--- config.mk ---
export PLATFORM = sky130hd
export DESIGN_NAME = arm_multicycle_ctrl
export DESIGN_NICKNAME = d
export VERILOG_FILES = /design/src/rtl/arm_multicycle_ctrl.sv
export SDC_FILE = /design/constraint.sdc
export NUM_CORES = 1
export LEC_CHECK = 0
export CORE_MARGIN = 1.5
export CORE_UTILIZATION = 40
export CTS_BUF_LIST = sky130_fd_sc_hd__clkbuf_16
export DETAILED_ROUTE_END_ITERATION = 8
export PLACE_DENSITY = 0.85
export RECOVER_POWER = 50
export SYNTH_ARGS = -nofsm -noshare
export SYNTH_HDL_FRONTEND = slang
export SYNTH_SLANG_ARGS = --single-unit
--- constraint.sdc ---
create_clock -name clk -period 3.98 [get_ports clk]
set_input_delay 0.597 -clock clk [delete_from_list [all_inputs] [get_ports clk]]
set_output_delay 0.597 -clock clk [all_outputs]
set_load 0.005 [all_outputs]
--- src/rtl/arm_multicycle_ctrl.sv ---
// arm_multicycle_ctrl
//   Multicycle FETCH/DECODE/EXEC/MEM/WB sequencer for a LEGv8 datapath whose
//   instruction and data memory share one port with a ready handshake.
//
// Parameters
//   MEM_TIMEOUT : wait cycles tolerated in FETCH/MEM before FAULT (0 = never)
//   TO_W        : wait counter width, 2**TO_W > MEM_TIMEOUT
//
// Ports
//   clk, rst_n              : clock, asynchronous active-low reset
//   run                     : keep executing; sampled at instruction boundaries
//   instr                   : IR contents, decoded in DECODE
//   zero                    : ALU zero flag (CBZ)
//   mem_ready               : shared memory port completion
//   imem_req, ir_write      : instruction fetch request / IR load
//   pc_write, pc_src        : PC update, 00 = PC+4, 01 = PC + branch offset
//   dmem_read, dmem_write   : data load / store request
//   reg_write, mem_to_reg   : register write enable / writeback source
//   alu_src, alu_op         : ALU B-operand select / operation
//   state, busy, fault      : FSM state, activity, sticky fault
//
// Optional feature (macro ARM_CTRL_PERF_EN)
//   retired      : instructions completed (wraps at 2**32)
//   stall_cycles : FETCH/MEM cycles spent waiting on mem_ready (wraps)
module arm_multicycle_ctrl #(
    parameter int unsigned MEM_TIMEOUT = 15,
    parameter int unsigned TO_W        = 4
) (
    input  logic        clk,
    input  logic        rst_n,
    input  logic        run,
    input  logic [31:0] instr,
    input  logic        zero,
    input  logic        mem_ready,
    output logic        imem_req,
    output logic        ir_write,
    output logic        pc_write,
    output logic [1:0]  pc_src,
    output logic        dmem_read,
    output logic        dmem_write,
    output logic        reg_write,
    output logic        mem_to_reg,
    output logic        alu_src,
    output logic [3:0]  alu_op,
    output logic [2:0]  state,
    output logic        busy,
    output logic        fault
`ifdef ARM_CTRL_PERF_EN
    ,
    output logic [31:0] retired,
    output logic [31:0] stall_cycles
`endif
);

    typedef enum logic [2:0] {
        S_IDLE   = 3'd0,
        S_FETCH  = 3'd1,
        S_DECODE = 3'd2,
        S_EXEC   = 3'd3,
        S_MEM    = 3'd4,
        S_WB     = 3'd5,
        S_FAULT  = 3'd7
    } state_t;

    typedef enum logic [3:0] {
        C_NONE, C_B, C_CBZ, C_STUR, C_LDUR, C_ADD, C_SUB, C_AND, C_ORR, C_ILL
    } class_t;

    localparam logic [TO_W-1:0] TIMEOUT_V = TO_W'(MEM_TIMEOUT);

    state_t          r_state;
    state_t          w_next;
    class_t          r_class;
    class_t          w_dec_class;
    logic [TO_W-1:0] r_wait;
    logic            w_wait_phase;
    logic            w_timeout;
    logic            w_done;
    logic [3:0]      w_alu_op;
    logic            w_alu_src;
    logic            w_unused;

    // Operand fields are consumed by the datapath, not by the sequencer.
    assign w_unused = ^instr[20:0];

    always_comb begin
        w_dec_class = C_ILL;
        if (instr[31:26] == 6'b000101) begin
            w_dec_class = C_B;
        end else if (instr[31:24] == 8'b10110100) begin
            w_dec_class = C_CBZ;
        end else begin
            case (instr[31:21])
                11'b11111000000: w_dec_class = C_STUR;
                11'b11111000010: w_dec_class = C_LDUR;
                11'b10001011000: w_dec_class = C_ADD;
                11'b11001011000: w_dec_class = C_SUB;
                11'b10001010000: w_dec_class = C_AND;
                11'b10101010000: w_dec_class = C_ORR;
                default:         w_dec_class = C_ILL;
            endcase
        end
    end

    assign w_wait_phase = (r_state == S_FETCH) || (r_state == S_MEM);
    // mem_ready in the deadline cycle wins over the timeout.
    assign w_timeout    = (MEM_TIMEOUT != 0) && w_wait_phase && !mem_ready &&
                          (r_wait == TIMEOUT_V);

    always_comb begin
        w_next = r_state;
        w_done = 1'b0;
        case (r_state)
            S_IDLE:   if (run) w_next = S_FETCH;
            S_FETCH: begin
                if (mem_ready)      w_next = S_DECODE;
                else if (w_timeout) w_next = S_FAULT;
            end
            S_DECODE: w_next = (w_dec_class == C_ILL) ? S_FAULT : S_EXEC;
            S_EXEC: begin
                case (r_class)
                    C_ADD, C_SUB, C_AND, C_ORR: w_next = S_WB;
                    C_LDUR, C_STUR:             w_next = S_MEM;
                    C_B, C_CBZ:                 w_done = 1'b1;
                    default:                    w_next = S_FAULT;
                endcase
            end
            S_MEM: begin
                if (mem_ready) begin
                    if (r_class == C_LDUR) w_next = S_WB;
                    else                   w_done = 1'b1;
                end else if (w_timeout) begin
                    w_next = S_FAULT;
                end
            end
            S_WB:     w_done = 1'b1;
            S_FAULT:  w_next = S_FAULT;
            default:  w_next = S_FAULT;
        endcase
        if (w_done) w_next = run ? S_FETCH : S_IDLE;
    end

    always_ff @(posedge clk or negedge rst_n) begin
        if (!rst_n) begin
            r_state <= S_IDLE;
            r_class <= C_NONE;
            r_wait  <= '0;
        end else begin
            r_state <= w_next;
            if (r_state == S_DECODE) r_class <= w_dec_class;
            // Counts only while waiting in place; any state change clears it,
            // which also gives the clear-on-entry to FETCH/MEM.
            if (w_wait_phase && !mem_ready && (w_next == r_state))
                r_wait <= r_wait + 1'b1;
            else
                r_wait <= '0;
        end
    end

    always_comb begin
        w_alu_op  = 4'b0000;
        w_alu_src = 1'b0;
        case (r_class)
            C_ADD:          w_alu_op = 4'b0010;
            C_SUB:          w_alu_op = 4'b0110;
            C_AND:          w_alu_op = 4'b0000;
            C_ORR:          w_alu_op = 4'b0001;
            C_LDUR, C_STUR: begin
                w_alu_op  = 4'b0010;
                w_alu_src = 1'b1;
            end
            C_B, C_CBZ:     w_alu_op = 4'b0111;
            default:        w_alu_op = 4'b0000;
        endcase
    end

    // Strobes decode from the registered state/class; FETCH completion and
    // CBZ are Mealy on mem_ready/zero, so these cannot be registered.
    always_comb begin
        imem_req   = 1'b0;
        ir_write   = 1'b0;
        pc_write   = 1'b0;
        pc_src     = 2'b00;
        dmem_read  = 1'b0;
        dmem_write = 1'b0;
        reg_write  = 1'b0;
        mem_to_reg = 1'b0;
        alu_src    = 1'b0;
        alu_op     = 4'b0000;
        case (r_state)
            S_FETCH: begin
                imem_req = 1'b1;
                ir_write = mem_ready;
                pc_write = mem_ready;
            end
            S_EXEC: begin
                alu_src = w_alu_src;
                alu_op  = w_alu_op;
                if (r_class == C_B) begin
                    pc_write = 1'b1;
                    pc_src   = 2'b01;
                end else if (r_class == C_CBZ) begin
                    pc_write = zero;
                    pc_src   = 2'b01;
                end
            end
            S_MEM: begin
                alu_src    = w_alu_src;
                alu_op     = w_alu_op;
                dmem_read  = (r_class == C_LDUR);
                dmem_write = (r_class == C_STUR);
            end
            S_WB: begin
                alu_src    = w_alu_src;
                alu_op     = w_alu_op;
                reg_write  = 1'b1;
                mem_to_reg = (r_class == C_LDUR);
            end
            default: ;
        endcase
    end

    assign state = r_state;
    assign busy  = (r_state != S_IDLE) && (r_state != S_FAULT);
    assign fault = (r_state == S_FAULT);

`ifdef ARM_CTRL_PERF_EN
    logic [31:0] r_retired;
    logic [31:0] r_stall;

    always_ff @(posedge clk or negedge rst_n) begin
        if (!rst_n) begin
            r_retired <= '0;
            r_stall   <= '0;
        end else begin
            if (w_done)                     r_retired <= r_retired + 32'd1;
            if (w_wait_phase && !mem_ready) r_stall   <= r_stall + 32'd1;
        end
    end

    assign retired      = r_retired;
    assign stall_cycles = r_stall;
`endif

endmodule

# Yosys cells after proc, flatten, opt, wreduce, memory -nomap -nowiden
# Cells that the tools add are included.
[word_totals] out_inout_bits=19 romBits=0 ramBits=0 register_bits=11 wordCells=77 latch_bits=0 n_memories=0 inputBits=37
[classes] muxes=34 magnitude_cmp=0 shifts=0 n_div=0 mul=0 n_reduce_logical=13 bitwise_logic=0 n_eq_ne=26 n_addsub=1
[op_table] cell="11-bit equality test (second input constant)" count=6
[op_table] cell="4-bit one-hot mux with 6 select lines" count=1
[op_table] cell="3-bit two-way mux" count=7
[op_table] cell="3-bit one-hot mux with 6 select lines" count=1
[op_table] cell="1-bit two-way mux" count=17
[op_table] cell="4-bit by 3-bit equality test with 1-bit output (second input constant)" count=4
[op_table] cell="4-bit two-way mux" count=4
[op_table] cell="4-bit equality test (second input constant)" count=3
[op_table] cell="3-bit one-hot mux with 4 select lines" count=1
[op_table] cell="3-bit equality test (second input constant)" count=3
[op_table] cell="3-bit one-hot mux with 3 select lines" count=1
[op_table] cell="4-bit by 2-bit equality test with 1-bit output (second input constant)" count=2
[op_table] cell="8-bit equality test (second input constant)" count=1
[op_table] cell="3-bit by 2-bit equality test with 1-bit output (second input constant)" count=2
[op_table] cell="6-bit by 3-bit equality test with 1-bit output (second input constant)" count=1
[op_table] cell="3-bit OR reduction" count=2
[op_table] cell="4-bit by 1-bit adder with 4-bit output (second input constant)" count=1
[op_table] cell="4-bit by 1-bit equality test with 1-bit output (second input constant)" count=1
[op_table] cell="1-bit logical AND" count=4
[op_table] cell="2-bit OR reduction" count=2
[op_table] cell="4-bit OR reduction" count=1
[op_table] cell="3-bit by 1-bit equality test with 1-bit output (second input constant)" count=1
[op_table] cell="3-bit equality test" count=1
[op_table] cell="3-bit zero test" count=1
[op_table] cell="6 further kinds" count=6

# Longest topological paths before layout
[depth] depth_word=11 mapped_depth=6 ltp_nobuf=6

# Least setup slack after synthesis
# No wires, ideal clock.
[synth_timing] path_kind="reg-to-output" from="reg r_state[1] (netlist: state[1])" to="out alu_op[1]" t_required_ns=3.383 n_path_buf=1 t_arrival_ns=1.332 stages_incl_launch_ff=5 slack_ns=2.051 path_cell_list="dfrtp_1 -> clkbuf_1 -> or2b_1 -> and2_1 -> nor4_1"
[synth_via] elab_chain_len=3 elab_cells_between_ends=5 classes_between="eq/ne (3); mux (1); reduce/logical (1)"
[synth_rtl] item="start: declaration" line="71" source="state_t r_state;"
[synth_rtl] item="start signal: assignment" line="149" source="r_state <= w_next;"
[synth_rtl] item="3-bit equality test / 3-bit by 2-bit equality test with 1-bit output (equally long branches)" line="190" source="case (r_state)"
[synth_rtl] item="3-bit OR reduction (no line) (*)"
[synth_rtl] item="4-bit two-way mux (*)" line="190"
[synth_rtl] item="end: declaration" line="44" source="output logic [3:0] alu_op,"
# Mark *: on every way between the ends. The rest lies on a longest branch, timed or not.

# Final worst setup path
[layout_timing] from="reg r_state[0] (netlist: state[0])" to="out alu_op[1]"
# Same word-level chain as after synthesis.

==> impl_results.md <==
- Maximum clock rate: 352 MHz
- Grt ovf: 0
- Top cell type by total area after synthesis: dfrtp_1
- Leakage: 0.000530 uW
- Reg clk slew, reported paths: 40 ps
- Worst path arrival time: 2250 ps
- Worst hold start: r_wait[0]$_DFF_PN0_
- DR WL/cell: 12.9 um
- Ratio of cells with drive above 1 in the final layout: 6.00%
- CTS HTree Levels: 1
- Sequential element share of the synthesized area: 29.1%
- Via-to-Cell Ratio: 5.61
- Distinct cell type count after synthesis: 46
- Die area: 0.00267 mm^2
- Min cycle time layout: 2840 ps
- Dpl cell area: 0.00126 mm^2
- Post-Route Setup TNS: 0 ps
- Worst setup path startpoint: state[0]$_DFF_PN0_
- Critical Path Start Type: register
- Final Hold Viols: 0
- Worst VDD drop: 291 uV
- TritonRoute pass-1 iters: 4
- Global-route wire length before repair: 3.79 mm
- Reg-to-reg slack, setup: 2260 ps
- Synth top area cells: dfrtp_1 (29%), nor2_1 (5.6%), a21oi_1 (4.2%)
- Vias in the first global route: 899
- Post_cts resized: 0
- Final setup violation count: 0
- Die X: 51.6 um
- Clock Latency Late Sink: 240 ps
- Routed Antenna Nets: 0
- Yosys reg bits: 11
- DRC Markers: 0
- DR iter-0 viols: 13
- Fin util: 60.5%
- Clk sinks: 11
- Unrepaired setup endpoints after global routing: false
- Worst-case reg-to-reg path depth: 6
- PwrDens: 610 mW/mm^2
- Core box area: 0.00221 mm^2
- Setup crit end kind: primary output
- Post-synth EDFFs: 0
- All-Layer GR Usage: 19.0%
- Port bufs: 32
- Total CTS buffers: 3
- Critical path class: register to primary output
- Clk_skew: 0.524 ps
- Asr flop ratio synth: 100%
- Cell Chain, Critical Path: nand3b_1, and2_1, nor4_1, clkdlybuf4s50_1
- Initial core utilization: 42.8%
- Max Cap Viol: 0
- Root Driver: clkbuf_16
- Initial antenna violation count: 0
- Reg2Reg Capture Point: state[0]$_DFF_PN0_
- FILL cells: 211
- Mapped cell area: 946 um^2
- Synthesis Warnings: 0
- Via count: 999
- IO Pins: 56
- CP max stage cell: dfrtp_1
- Syn Area/Cell: 7.88 um^2
- Crit path max fanout: 13
- Synthesized instance count: 120
- Number of diodes: 0
- Fin. max-slew vios: 0
- Routability Congestion: 0.824
- Fin nets: 189
- Most used DFF post-synth: dfrtp_1
- CTS tree: done
- Die height: 51.6 um
- Top cell type's share of synthesized area: 29.1%
- Area grow syn2layout: 41.5%
- Outcome: completed
- Inst Count DP: 174
- Dpl hpwl: 1.71 mm
- Final period util: 71.4%
- Data required, critical path: 3380 ps
- Worst Hold Class: register to register
- Fin area: 0.00134 mm^2
- CTS Hold Bufs: 0
- WL final: 2.30 mm
- Reg2Reg Launch Point: r_wait[0]$_DFF_PN0_
- Row count: 17
- Crit path capture: alu_op[1]
- Delay of the slowest critical-path stage: 610 ps
- Number of setup buffers added after CTS: 0
- Largest net degree at the start of global routing: 14
- Final cell count without fillers: 178
- Clock buffer depth: 2
[per-layer routing]
metal / vias to the layer above / routed length, um / track usage, % / share of wire [%]
li1: 491 / - / - / -
met1: 464 / 978 / 20.9 / 42
met2: 42 / 1190 / 35.7 / 52
met3: 2 / 117 / 2.01 / 5.1
met4: 0 / 19 / 9.65 / 0.83
met5: - / 0 / 0 / 0
[cells in the final DEF (no fill, tap or decap), types with 4 or more instances in the layout]
cell type         n
clkdlybuf4s50_1  28
nor2_1           14
dfrtp_1          11
nor3_1            8
a21oi_1           8
nand2_1           8
nand2b_1          5
inv_1             5
o21ai_1           5
o21ai_0           4
dlygate4sd3_1     4
[cells in the mapped netlist (3+ instances only)]
cell and n:
nor2_1 14, xor2_1 3, o21ai_1 5, o21ai_0 4, dfrtp_1 11, nand2b_1 5, a21oi_1 8, nand2_1 8
buf_2 3, nor3_1 8, inv_1 4, nor2b_1 3
[sequential cells by signal, summed over array words and instances (netlist names)]
signal	count
state	3
r_class	4
r_wait	4
[critical path, delay by kind of cell, from the launching register on]
family	cells	cell delay, ps
and+or+nand+nor	3	830
DFF	1	610
buffers and inverters	1	570
[worst min path at each step]
stage | to | cells after the start | slack (ps)
2_1_floorplan | r_class[0]$_DFFE_PN0P_ | 0 | 300
3_3_place_gp | r_wait[0]$_DFF_PN0_ | 1 | 440
3_5_place_dp | r_wait[0]$_DFF_PN0_ | 1 | 460
4_1_cts | r_wait[0]$_DFF_PN0_ | 1 | 470
5_1_grt | r_wait[0]$_DFF_PN0_ | 1 | 520
6_report | r_wait[0]$_DFF_PN0_ | 1 | 470
[cell families (layout without fill, tap and decap cells)]
| logic type | after synthesis | count (layout) | share of synthesized area [%] |
|---|---|---|---|
| other | 1 | 2 | 0.396 |
| and+or+nand+nor | 61 | 61 | 37.0 |
| buffers and inverters | 12 | 41 | 6.74 |
| adders and majority gates | 1 | 1 | 1.32 |
| DFF | 11 | 11 | 29.1 |
| AOI/OAI and AO/OA | 28 | 28 | 19.7 |
| xor gates and xnor gates | 5 | 5 | 4.63 |
| muxes | 1 | 1 | 1.06 |
[cell type report]
cell class	instances	area [um^2]	area share (%)
timing repair buffer	32	320	23.9
clock inverter	1	3.75	0.280
sequential	11	275	20.6
inverter	5	18.8	1.40
tap	28	35.0	2.62
clock buffer	3	75.1	5.61
multi-input combinational	98	611	45.6
[per-stage QoR]
step           setup WS (ps)  hold slack, ps  total power (uW)
4_1_cts                 1120             465               822
5_1_grt                  946             520               887
2_1_floorplan           2050             301               471
3_5_place_dp            1390             458               631
3_3_place_gp            1450             444               618
6_report                1140             468               816
[power by group]
group          switching, uW  internal [uW]
registers               86.1            145
clock network           48.9            132
logic                    180            224
total                    315            501
No activity file was read; power rests on OpenSTA's default activity.
